[src/rtl/alu_sequencer.sv]
// Multi-cycle ALU issue sequencer: reads operands from a local register file,
// drives the ALU, captures result/flags and writes the result back.
module alu_sequencer #(
    parameter int unsigned NREGS = 8,
    parameter int unsigned AW    = 3
) (
    input  logic          clk,
    input  logic          rst,
    input  logic          instr_valid,
    output logic          instr_ready,
    input  logic [2:0]    instr_op,
    input  logic          instr_mode,
    input  logic [AW-1:0] instr_rs,
    input  logic [AW-1:0] instr_rt,
    input  logic [AW-1:0] instr_rd,
    input  logic          instr_wide,
    input  logic          load_valid,
    input  logic [AW-1:0] load_addr,
    input  logic [15:0]   load_data,
    input  logic [AW-1:0] dbg_addr,
    output logic [15:0]   dbg_data,
    output logic [15:0]   alu_a,
    output logic [15:0]   alu_b,
    output logic [2:0]    alu_opcode,
    output logic          alu_mode,
    input  logic [31:0]   alu_out,
    input  logic          alu_za,
    input  logic          alu_zb,
    input  logic          alu_eq,
    input  logic          alu_gt,
    input  logic          alu_lt,
    output logic [4:0]    flags_q,
    output logic [31:0]   result_q,
    output logic          busy,
    output logic          done
);

    localparam int unsigned DW = 16;
    localparam int unsigned RW = 32;

    typedef enum logic [2:0] {
        IDLE = 3'd0,
        OPER = 3'd1,
        EXEC = 3'd2,
        WBLO = 3'd3,
        WBHI = 3'd4
    } state_t;

    state_t        state, state_next;
    logic [DW-1:0] rf [NREGS];

    logic [2:0]    op_q;
    logic          mode_q;
    logic [AW-1:0] rs_q, rt_q, rd_q;
    logic          wide_q;

    logic          accept_c;
    logic          finish_c;
    logic [AW-1:0] rd_hi_c;

    assign dbg_data = rf[dbg_addr];
    assign rd_hi_c  = AW'(rd_q + AW'(1));

    // State register
    always_ff @(posedge clk) begin
        if (rst) state <= IDLE;
        else     state <= state_next;
    end

    // Next-state and handshake decode
    always_comb begin
        state_next = state;
        accept_c   = 1'b0;
        finish_c   = 1'b0;
        case (state)
            IDLE: begin
                if (instr_valid && instr_ready) begin
                    accept_c   = 1'b1;
                    state_next = OPER;
                end
            end
            OPER: state_next = EXEC;
            EXEC: state_next = WBLO;
            WBLO: begin
                if (wide_q) begin
                    state_next = WBHI;
                end else begin
                    state_next = IDLE;
                    finish_c   = 1'b1;
                end
            end
            WBHI: begin
                state_next = IDLE;
                finish_c   = 1'b1;
            end
            default: state_next = IDLE;
        endcase
    end

    // Registered status outputs track the state being entered
    always_ff @(posedge clk) begin
        if (rst) begin
            instr_ready <= 1'b1;
            busy        <= 1'b0;
            done        <= 1'b0;
        end else begin
            instr_ready <= (state_next == IDLE);
            busy        <= (state_next != IDLE);
            done        <= finish_c;
        end
    end

    always_ff @(posedge clk) begin
        if (rst) begin
            op_q   <= '0;
            mode_q <= 1'b0;
            rs_q   <= '0;
            rt_q   <= '0;
            rd_q   <= '0;
            wide_q <= 1'b0;
        end else if (accept_c) begin
            op_q   <= instr_op;
            mode_q <= instr_mode;
            rs_q   <= instr_rs;
            rt_q   <= instr_rt;
            rd_q   <= instr_rd;
            wide_q <= instr_wide;
        end
    end

    // ALU drive registers hold until the next operand fetch
    always_ff @(posedge clk) begin
        if (rst) begin
            alu_a      <= '0;
            alu_b      <= '0;
            alu_opcode <= '0;
            alu_mode   <= 1'b0;
        end else if (state == OPER) begin
            alu_a      <= rf[rs_q];
            alu_b      <= rf[rt_q];
            alu_opcode <= op_q;
            alu_mode   <= mode_q;
        end
    end

    always_ff @(posedge clk) begin
        if (rst) begin
            result_q <= '0;
            flags_q  <= '0;
        end else if (state == EXEC) begin
            result_q <= RW'(alu_out);
            flags_q  <= {alu_za, alu_zb, alu_eq, alu_gt, alu_lt};
        end
    end

    // Host loads only land in IDLE; writeback owns the file otherwise
    always_ff @(posedge clk) begin
        if (rst) begin
            for (int unsigned i = 0; i < NREGS; i++) rf[i] <= '0;
        end else begin
            case (state)
                IDLE: if (load_valid) rf[load_addr] <= load_data;
                WBLO: rf[rd_q]    <= result_q[DW-1:0];
                WBHI: rf[rd_hi_c] <= result_q[RW-1:DW];
                default: ;
            endcase
        end
    end

endmodule

[config.mk]
export PLATFORM = sky130hd
export DESIGN_NAME = alu_sequencer
export DESIGN_NICKNAME = d
export VERILOG_FILES = /design/src/rtl/alu_sequencer.sv
export SDC_FILE = /design/constraint.sdc
export NUM_CORES = 1
export LEC_CHECK = 0
export ABC_AREA = 1
export CAP_MARGIN = 25
export CELL_PAD_IN_SITES_DETAIL_PLACEMENT = 1
export CELL_PAD_IN_SITES_GLOBAL_PLACEMENT = 1
export CORE_UTILIZATION = 42
export CTS_CLUSTER_SIZE = 8
export DETAILED_ROUTE_END_ITERATION = 8
export PLACE_DENSITY_LB_ADDON = 0.2
export SLEW_MARGIN = 25
export SYNTH_ARGS = -nofsm -noshare
export SYNTH_HDL_FRONTEND = slang
export SYNTH_SLANG_ARGS = --single-unit
[constraint.sdc]
create_clock -name clk -period 4.3 [get_ports clk]
set_clock_uncertainty 0.1 [all_clocks]
set_input_delay 0.86 -clock clk [delete_from_list [all_inputs] [get_ports clk]]
set_output_delay 0.86 -clock clk [all_outputs]
set_load 0.05 [all_outputs]
* Word-level counts from Yosys, hierarchy flattened
Memories as Yosys holds them, arrays and structs flattened. A register that Yosys moved wholly into a read port is not among the register bits.
Cells that the tools add are included.
** Word-level totals
- Flip-flop bits (word level) :: 61
- Bits in writable memories :: 128
- Input port bits :: 77
- Logic and storage cells :: 55
- Memories :: 1
** Cells by class
- Add/sub/neg operators :: 1
- Equality and inequality tests :: 4
- Muxes and demuxes :: 28
- Reduce and logical (&&, ||, !) cells :: 7
** Memory list
- rf :: depth 8, width 16, read ports 3, clocked after Yosys merged registers in 2, write ports 8, line 50 : logic [DW-1:0] rf [NREGS];
** Operators by type and width (count)
- $mux 16 :: 3
- $reduce_or 16->1 :: 3
- $mux 1 :: 18
- $mux 3 :: 5
- $pmux 3 s4 :: 1
- $eq 3x2->1 const B :: 2
- $logic_not 3->1 :: 2
- $add 3x1->3 const B :: 1
- $eq 3x1->1 const B :: 1
- $eq 3x3->1 const B :: 1
- $reduce_bool 3->1 :: 1
- $pmux 1 s2 :: 1
- $logic_and 1x1->1 :: 1

* Longest topological paths before layout
Gate-level depths: netlist (run 1).
- Depth after elaboration :: 8
- Gate-level depth with buffers :: 10

* Worst setup path after synthesis (run 1)
OpenSTA, ideal clock, no wires.
- Kind :: input to register
- Start :: input port rst
- End :: memory rf[4][0] (enable)
- Library setup time :: 0.411 ns
- Arrival :: 2.782 ns
- Slack :: 1.006 ns
- Stages on the path :: 8
- Cells stage by stage :: inv_2 > nand3_2 > inv_2 > buf_6 > nand2_1 > nand2_1 > nand2_2 > o21ai_0
** RTL lines
- start: declaration :: line 8 : input logic rst,
- end: declaration :: line 50

* Worst setup path after layout (run 1)
- Start :: input port dbg_addr[1]
- End :: output port dbg_data[9]
** Between the ends
- Longest elaborated chain between the ends :: 1
** Ends and longest elaborated chain
- start: declaration :: line 20 : input logic [AW-1:0] dbg_addr,
- $mem_v2 8x16
- end: declaration :: line 21 : output logic [15:0] dbg_data,
No other way between the ends.

==> results by group, run 1 <==
Clock network
  • Clk_lat worst skew: 540 ps
  • Longest Clk Path Bufs: 3
  • CTS root buf: clkbuf_16
  • Cts hold-fix bufs: 0
  • Clock tree from TritonCTS: built
  • Worst-path clk slew: 50 ps
  • Setup Buffers After CTS: 0
  • CTS buffer count: 31
  • Post-CTS sizing: 0
  • CTS H-tree depth: 1
  • Clk sinks: 221

Logic synthesis
  • Seq/Total Area, Yosys: 45.9%
  • Avg Synthesized Cell Area: 8.33 um^2
  • Synth unique cells: 29
  • Synth Cell Area: 12400 um^2
  • Yosys warnings: 0
  • Commonest cells post-synth: 226 x nand2_1, 225 x o21ai_0, 176 x a21oi_1
  • Most common cell in the netlist: nand2_1
  • Post-synth EDFFs: 128
  • Top_reg_cell synth: edfxtp_1
  • Synth top area share: 30.9%
  • #FFs+latches synth: 221
  • Ranking of synthesized cells by area: edfxtp_1 31%, dfxtp_1 15%, nor3_2 9.7%
  • Async set-reset flop share out of synthesis: 0%
  • Syn Inst Count: 1493
  • Synth area leader: edfxtp_1
  • Syn nets: 1571

Route
  • Pre-antenna DRT Iters: 5
  • 1st-iter DRT viols: 1124
  • ANT nets after route: 0
  • Vias: 11817
  • Routed wire per std cell: 22.4 um
  • Vias/cell: 5.89
  • DRC Markers: 0
  • DRT Wirelength: 44900 um

Flow run
  • Maxcap violations: 0

Global route
  • First-pass GRT wire length: 68700 um
  • Met2 global-route usage: 48.9%
  • Gr usage total: 29.1%
  • Largest net degree at the start of global routing: 107
  • GR Util met3: 5.36%
  • Overflow after GRT: 0
  • Vias in the first global route: 11665
  • Top Usage Layer GRT: met2
  • Global Route met1 Usage: 37.4%
  • Initial antenna violation count: 0

STA
  • Final Hold Viols: 0
  • Setup TNS: 0 ps
  • Slew @ Worst Pin: 1000 ps
  • Final Max Slew Viols: 0
  • RSZ-0062 raised after global routing: false
  • Slew headroom: 33.4%
  • Fmax: 0.277 GHz
  • Period utilisation layout: 83.8%
  • Fin crit period: 3600 ps
  • Final setup viols: 0
  • Worst Hold Slack: 366 ps

Worst setup path
  • Critical path arrival: 2640 ps
  • Max stage delay on crit path: 660 ps
  • Worst path buffer plus inverter count: 3
  • CP startpoint: dbg_addr[1]
  • Startpoint Class: input pin
  • Delay-heaviest family, CP: buffers and inverters
  • Cell Chain, Critical Path: buf_2, buf_4, o21ai_0, o21ai_0, nand2_1, nand2_1, buf_4
  • R2R Path Start: state[1]$_SDFF_PP0_
  • Critical path class: input pin to primary output
  • Crit Path Max Fanout: 39
  • CP max stage cell: buf_2
  • WP data required: 3340 ps
  • CP endpoint kind: primary output

Final layout
  • Final nets: 1679
  • Area growth syn-to-layout: 21.8%
  • Register area: 5720 um^2
  • Fillers: 3426
  • Multi-input logic area: 5700 um^2
  • Share of cells above drive strength 1: 15.0%
  • Fin util: 52.3%

Power and ir drop
  • Pwr/cell area: 443 nW/um^2
  • Peak supply drop: 0.273 mV
  • Switch Pwr: 2.40 mW
  • Net Sw Frac: 35.7%
  • Clock power share: 33.4%
  • Register share of total power: 39.1%
  • Internal power: 4.31 mW
  • Comb power frac: 27.4%
  • Lkg Pwr: 5.25 nW

Floorplan
  • Die Wd: 174 um
  • Starting Density: 43.0%
  • Die Height: 174 um
  • I/O pin cnt: 169
  • Die area: 30300 um^2
  • Row count: 62
  • Placeable core area: 28900 um^2

Worst hold path
  • Min-Delay Startpoint: flags_q[4]$_SDFFE_PP0N_
  • Tightest Hold Check Type: register to register

Placed design
  • DP HPWL: 29900 um
  • I/O Buffers: 168
  • GP Congestion: 0.847

Status
  • Outcome: complete, no violations
[through the flow]
step	instance area, um^2	power, mW	setup slack [ps]	std cells
2_1_floorplan	12400	3.80	1010	1493
3_3_place_gp	14200	4.44	777	1951
3_5_place_dp	14200	4.48	714	1951
4_1_cts	15100	6.72	705	2003
5_1_grt	15100	6.97	655	2004
6_report	15100	6.71	696	2005
[power groups by stage]
| stage | clock [mW] | combinational (mW) | sequential (mW) |
|---|---|---|---|
| 6_report | 2.24 | 1.84 | 2.63 |
| 4_1_cts | 2.28 | 1.80 | 2.65 |
| 3_5_place_dp | 0 | 1.79 | 2.69 |
| 3_3_place_gp | 0 | 1.76 | 2.68 |
| 5_1_grt | 2.36 | 1.97 | 2.65 |
| 2_1_floorplan | 0 | 0.966 | 2.83 |
[worst paths after layout]
| check | end | slack [ps] | cells after the start |
|---|---|---|---|
| worst max-delay path | dbg_data[9] | 700 | 7 |
| worst min-delay path | flags_q[4]$_SDFFE_PP0N_ | 370 | 2 |
| worst max register to register | rf[2][5]$_SDFFCE_PN0P_ | 1560 | 8 |
| worst min register to register | flags_q[4]$_SDFFE_PP0N_ | 370 | 2 |
[kinds of logic after synthesis]
family          share of synthesized area [%]
flops                                    45.9
compound gates                           20.2
buf+inv                                  8.37
xor+xnor                               0.0705
fa+ha+maj                               0.101
simple gates                             25.3
[cell type report]
class	count	share of cell area, %
Antenna cell	1	0.0165
Clock buffer	52	5.71
Tap cell	384	3.17
Sequential cell	221	37.8
Inverter	98	2.43
Multi-Input combinational cell	1038	37.6
Timing Repair Buffer	211	13.3
[flip-flops by register name (all words and copies together) (netlist names), 3 cells and up]
| register | count |
|---|---|
| rf | 128 |
| result_q | 32 |
| alu_a | 16 |
| alu_b | 16 |
| flags_q | 5 |
| alu_opcode | 3 |
| op_q | 3 |
| rd_q | 3 |
| rs_q | 3 |
| rt_q | 3 |
| state | 3 |
[cells in the final DEF (no fill, tap or decap), drive strengths merged]
master,Yosys,routed
buf,69,61
a21oi,176,176
nor3,128,128
xor2,1,1
o21ai,231,231
nand4,2,2
clkbuf,67,52
o211ai,64,64
nand3,135,135
clkinv,3,4
nor2,55,55
or2,2,2
nand2,242,242
diode,0,1
edfxtp,128,128
clkdlybuf4s50,0,150
dfxtp,93,93
ha,1,1
inv,95,94
nand3b,1,1
[layer usage]
metal | share of wire, % | wire length [um]
met4 | 3.2 | 1450
met3 | 7.6 | 3430
met2 | 48 | 21500
met5 | 0 | 0
met1 | 41 | 18500
[worst register-to-register path, delay by kind of cell (launching register included)]
family	cells	cell delay, ps
simple gates	4	890
buf+inv	3	830
flops	1	340
compound gates	1	240
Note: power is estimated with default switching activity, not from simulation.
==> inputs of run 2 (changes only) <==
Clock period 4.3 ns to 3.58 ns, I/O delays scaled along.
==> results by group, run 2 (synthesis gave the netlist of run 1 again) <==
Clock network
  • Setup Buffers After CTS: 0 (unchanged)
  • CTS H-tree depth: 1 (unchanged)
  • Cts hold-fix bufs: 0 (unchanged)
  • Worst-path clk slew: 50 ps (about the same)
  • Clock tree from TritonCTS: built (unchanged)
  • Clk_lat worst skew: 560 ps (was 540 ps)
  • Clk sinks: 221 (unchanged)
  • CTS buffer count: 31 (unchanged)
  • Longest Clk Path Bufs: 3 (unchanged)
  • CTS root buf: clkbuf_16 (unchanged)
  • Post-CTS sizing: 0 (unchanged)

Route
  • ANT nets after route: 0 (unchanged)
  • Pre-antenna DRT Iters: 6 (was 5)
  • Metal3 WL: 3310 um (was 3430 um)
  • Highest routed layer: met4 (unchanged)
  • WL met2: 21700 um (was 21500 um)
  • 1st-iter DRT viols: 1134 (was 1124)
  • Vias: 11742 (was 11817)
  • DRT Wirelength: 44900 um (about the same)
  • Routed wire per std cell: 22.3 um (was 22.4 um)
  • Met1 Wirelength: 18800 um (was 18500 um)
  • Vias/cell: 5.84 (was 5.89)
  • DRC Markers: 0 (unchanged)

Worst setup path
  • Critical path arrival: 2240 ps (was 2640 ps)
  • Startpoint Class: input pin (unchanged)
  • Critical path class: input pin to primary output (unchanged)
  • WP data required: 2760 ps (was 3340 ps)
  • CP endpoint kind: primary output (unchanged)
  • Crit Path Max Fanout: 48 (was 39)
  • R2R setup slack: 830 ps (was 1560 ps)

Final layout
  • Commonest cells after routing, fill and taps aside: 226 x nand2_1, 223 x o21ai_0, 176 x a21oi_1 (unchanged)
  • Share of cells above drive strength 1: 15.3% (was 15.0%)
  • Area growth syn-to-layout: 23.8% (was 21.8%)
  • Final nets: 1684 (was 1679)
  • Number of flip-flops under the largest register name: 128 (unchanged)
  • Reg with most FFs: rf (unchanged)
  • Final non-filler cell total: 2009 (was 2005)
  • Commonest non-fill, non-tap cell in the layout: nand2_1 (unchanged)
  • Largest registers: rf (128), result_q (32) (unchanged)

Global route
  • First-pass GRT wire length: 68800 um (was 68700 um)
  • Largest net degree at the start of global routing: 72 (was 107)
  • Overflow after GRT: 0 (unchanged)
  • Initial antenna violation count: 1 (was 0)
  • Vias in the first global route: 11748 (was 11665)
  • Gr usage total: 29.2% (was 29.1%)

STA
  • RSZ-0062 raised after global routing: false (unchanged)
  • Setup TNS: 0 ps (unchanged)
  • Final setup viols: 0 (unchanged)
  • Fmax: 0.327 GHz
  • Fin crit period: 3060 ps
  • Final Max Slew Viols: 0 (unchanged)
  • Final Hold Viols: 0 (unchanged)
  • Slew headroom: 36.9% (was 33.4%)
  • Slew @ Worst Pin: 946 ps (was 1000 ps)
  • Period utilisation layout: 85.4%

Placed design
  • GP Congestion: 0.834 (was 0.847)
  • Placed cell count: 1957 (was 1951)
  • I/O Buffers: 168 (unchanged)
  • DP HPWL: 30900 um (was 29900 um)

Floorplan
  • I/O pin cnt: 169 (unchanged)
  • Die Wd: 174 um (unchanged)
  • Placeable core area: 28900 um^2 (unchanged)
  • Row count: 62 (unchanged)
  • Die area: 30300 um^2 (unchanged)
  • Starting Density: 43.0% (unchanged)
  • Die Height: 174 um (unchanged)

Worst hold path
  • Tightest Hold Check Type: register to register (unchanged)

Status
  • Outcome: complete, no violations (unchanged)

Power and ir drop
  • Peak supply drop: 0.389 mV (was 0.273 mV)
  • Lkg Pwr: 5.34 nW (was 5.25 nW)
  • Pwr/cell area: 528 nW/um^2 (was 443 nW/um^2)

Flow run
  • Maxcap violations: 0 (unchanged)
run 2: through the flow:
| step | cell area (um^2) | total power, mW | hold slack (ps) | util, % | setup WS [ps] |
|---|---|---|---|---|---|
| 2_1_floorplan | 12400 | 4.56 | 341 | - | 430 |
| 3_3_place_gp | 14500 | 5.40 | 350 | 50.2 | 414 |
| 3_5_place_dp | 14500 | 5.46 | 359 | 50.2 | 295 |
| 4_1_cts | 15400 | 8.14 | 366 | 53.2 | 561 |
| 5_1_grt | 15400 | 8.43 | 388 | 53.2 | 488 |
| 6_report | 15400 | 8.12 | 358 | 53.2 | 522 |
run 2: worst max-delay path, stage by stage:
cell and delay (ps):
buf_2 100, buf_4 410, o21ai_0 190, o21ai_0 430
nand2_1 100, nand2_1 130, buf_12 140
run 2: area by class of cell:
type | count | area, um^2
repair buffers | 216 | 2270
well taps | 384 | 480
inverters | 98 | 368
flip-flops and latches | 221 | 5720
multi-input cells | 1038 | 5700
clock buffers | 51 | 861
diodes | 1 | 2.50
fillers | 3392 | 13500
run 2: routing by layer:
metal	up-vias	track usage [%]
met5	-	0
met1	5756	39.3
met3	73	4.27
met2	455	48.8
li1	5458	-
met4	0	8.04
run 2: worst paths after layout:
| path | startpoint | to | cells after the start |
|---|---|---|---|
| max | dbg_addr[0] | dbg_data[4] | 7 |
| max reg2reg | state[1]$_SDFF_PP0_ | rf[0][2]$_SDFFCE_PN0P_ | 9 |
| min reg2reg | mode_q$_SDFFE_PP0P_ | alu_mode$_SDFFE_PP0P_ | 2 |
| min | mode_q$_SDFFE_PP0P_ | alu_mode$_SDFFE_PP0P_ | 2 |
run 2: where the power goes:
part | switching [mW] | internal [mW] | leakage [nW]
registers | 0.246 | 2.90 | 2.09
clock network | 1.07 | 1.60 | 0.412
logic | 1.56 | 0.739 | 2.84
total | 2.88 | 5.24 | 5.34
==> inputs of run 3 (changes only) <==
Settings changed: CTS_CLUSTER_SIZE 8 to default, SLEW_MARGIN 25 to default.
==> results by group, run 3 (synthesis gave the netlist of run 1 again) <==
Worst setup path
  • Critical path arrival: 2180 ps (was 2240 ps)
  • Reg2Reg Depth: 9 (unchanged)
  • R2R Path Start: state[1]$_SDFF_PP0_ (unchanged)
  • Critical path class: input pin to primary output (unchanged)
  • Crit Path Max Fanout: 48 (unchanged)
  • CP endpoint kind: primary output (unchanged)
  • CP startpoint: dbg_addr[0] (unchanged)
  • R2R setup slack: 890 ps (was 830 ps)
  • Crit path to: dbg_data[15] (was dbg_data[4])
  • Crit Reg-Reg Endpoint: rf[4][15]$_SDFFCE_PN0P_ (was rf[0][2]$_SDFFCE_PN0P_)
  • WP data required: 2760 ps (about the same)
  • Startpoint Class: input pin (unchanged)

Clock network
  • CTS H-tree depth: 1 (unchanged)
  • Clk sinks: 221 (unchanged)
  • Longest Clk Path Bufs: 3 (unchanged)
  • Post-CTS sizing: 0 (unchanged)
  • CTS buffer count: 26 (was 31)
  • CTS root buf: clkbuf_16 (unchanged)
  • Worst-path clk slew: 60 ps (was 50 ps)
  • Cts hold-fix bufs: 0 (unchanged)
  • Clk_lat worst skew: 540 ps (was 560 ps)
  • Clock tree from TritonCTS: built (unchanged)
  • Setup Buffers After CTS: 0 (unchanged)

Status
  • Outcome: complete, no violations (unchanged)

Global route
  • Overflow after GRT: 0 (unchanged)
  • First-pass GRT wire length: 68600 um (was 68800 um)
  • Vias in the first global route: 11694 (was 11748)
  • Initial antenna violation count: 0 (was 1)
  • Largest net degree at the start of global routing: 72 (unchanged)
  • Gr usage total: 29.0% (was 29.2%)

Placed design
  • I/O Buffers: 168 (unchanged)
  • Area post-placement: 14500 um^2 (unchanged)
  • Place WS: 295 ps (unchanged)
  • Placed cell count: 1957 (unchanged)
  • GP Congestion: 0.834 (unchanged)
  • DP HPWL: 30900 um (unchanged)

STA
  • Fin crit period: 2990 ps (was 3060 ps)
  • Fmax: 0.334 GHz (was 0.327 GHz)
  • Final Hold Viols: 0 (unchanged)
  • Period utilisation layout: 83.7% (was 85.4%)
  • Slew @ Worst Pin: 917 ps (was 946 ps)
  • Final setup viols: 0 (unchanged)
  • Final Max Slew Viols: 0 (unchanged)
  • PnR worst setup slack: 585 ps (was 522 ps)
  • Setup TNS: 0 ps (unchanged)
  • RSZ-0062 raised after global routing: false (unchanged)
  • Slew headroom: 38.9% (was 36.9%)

Route
  • Pre-antenna DRT Iters: 5 (was 6)
  • 1st-iter DRT viols: 1184 (was 1134)
  • DRC Markers: 0 (unchanged)
  • ANT nets after route: 0 (unchanged)
  • Vias: 11851 (was 11742)
  • Routed wire per std cell: 22.3 um (about the same)
  • DRT Wirelength: 44700 um (was 44900 um)
  • Vias/cell: 5.91 (was 5.84)

Floorplan
  • Starting Density: 43.0% (unchanged)
  • Placeable core area: 28900 um^2 (unchanged)
  • I/O pin cnt: 169 (unchanged)
  • Die area: 30300 um^2 (unchanged)
  • Row count: 62 (unchanged)
  • Die Height: 174 um (unchanged)
  • Die Wd: 174 um (unchanged)

Final layout
  • Area growth syn-to-layout: 23.8% (about the same)
  • Final nets: 1679 (was 1684)
  • Share of cells above drive strength 1: 15.6% (was 15.3%)
  • Commonest cells after routing, fill and taps aside: 226 x nand2_1, 223 x o21ai_0, 176 x a21oi_1 (unchanged)
  • Reg with most FFs: rf (unchanged)
  • Commonest non-fill, non-tap cell in the layout: nand2_1 (unchanged)
  • Fin util: 53.2% (about the same)
  • Design Area, Final: 15400 um^2 (about the same)
  • Largest registers: rf (128), result_q (32) (unchanged)
  • Number of flip-flops under the largest register name: 128 (unchanged)
  • Final non-filler cell total: 2004 (was 2009)
  • N_diodes: 0 (was 1)

Worst hold path
  • Tightest Hold Check Type: register to register (unchanged)
  • Min-Delay Startpoint: mode_q$_SDFFE_PP0P_ (unchanged)

Power and ir drop
  • Peak supply drop: 0.343 mV (was 0.389 mV)
  • Pwr/cell area: 528 nW/um^2 (about the same)
  • Lkg Pwr: 5.34 nW (about the same)

Flow run
  • Maxcap violations: 0 (unchanged)
run 3: cell types whose count changed in the layout (fill, tap and decap cells not counted):
cell,before,now
bufinv_16,0,2
clkbuf_1,19,9
clkbuf_16,31,27
clkbuf_4,0,4
clkbuf_8,1,3
clkinv_1,4,5
clkinv_4,0,1
diode_2,1,0
run 3: worst max-delay path: stages:
cell     delay (ps)
buf_2           100
buf_4           420
o21ai_0         180
o21ai_0         240
nand2_1          80
nand2_1         230
buf_12          180
run 3: layout make-up:
type	count	area [um^2]
Clock buffer	43	781
Tap cell	384	480
Clock inverter	4	72.6
Fill cell	3368	13600
Timing Repair Buffer	216	2270
Multi-Input combinational cell	1038	5700
Inverter	98	368
Sequential cell	221	5720
run 3: worst min path at each step:
stage / slack, ps / cells after the start / end
finish: 360 / 2 / alu_mode$_SDFFE_PP0P_
global route: 390 / 2 / alu_mode$_SDFFE_PP0P_
CTS: 370 / 2 / alu_mode$_SDFFE_PP0P_
detailed placement: 360 / 2 / alu_mode$_SDFFE_PP0P_
global placement: 350 / 2 / flags_q[3]$_SDFFE_PP0N_
floorplan: 340 / 2 / state[2]$_SDFF_PP0_
run 3: where the power goes:
part           switching [mW]  internal, mW  leakage [nW]
clock network            1.06          1.62         0.417
registers               0.247          2.90          2.09
logic                    1.56         0.739          2.84
run 3: metrics by stage:
stage          hold WS, ps  total power, mW
6_report               362             8.12
5_1_grt                395             8.42
4_1_cts                368             8.15
3_5_place_dp           359             5.46
3_3_place_gp           350             5.40
2_1_floorplan          341             4.56
run 3: layer usage:
| layer | part of all wire [%] | vias to the layer above | track usage, % |
|---|---|---|---|
| met5 | 0 | - | 0 |
| met1 | 42 | 5848 | 39.7 |
| li1 | - | 5444 | - |
| met3 | 7.5 | 84 | 3.72 |
| met2 | 48 | 475 | 48.4 |
| met4 | 2.7 | 0 | 7.57 |
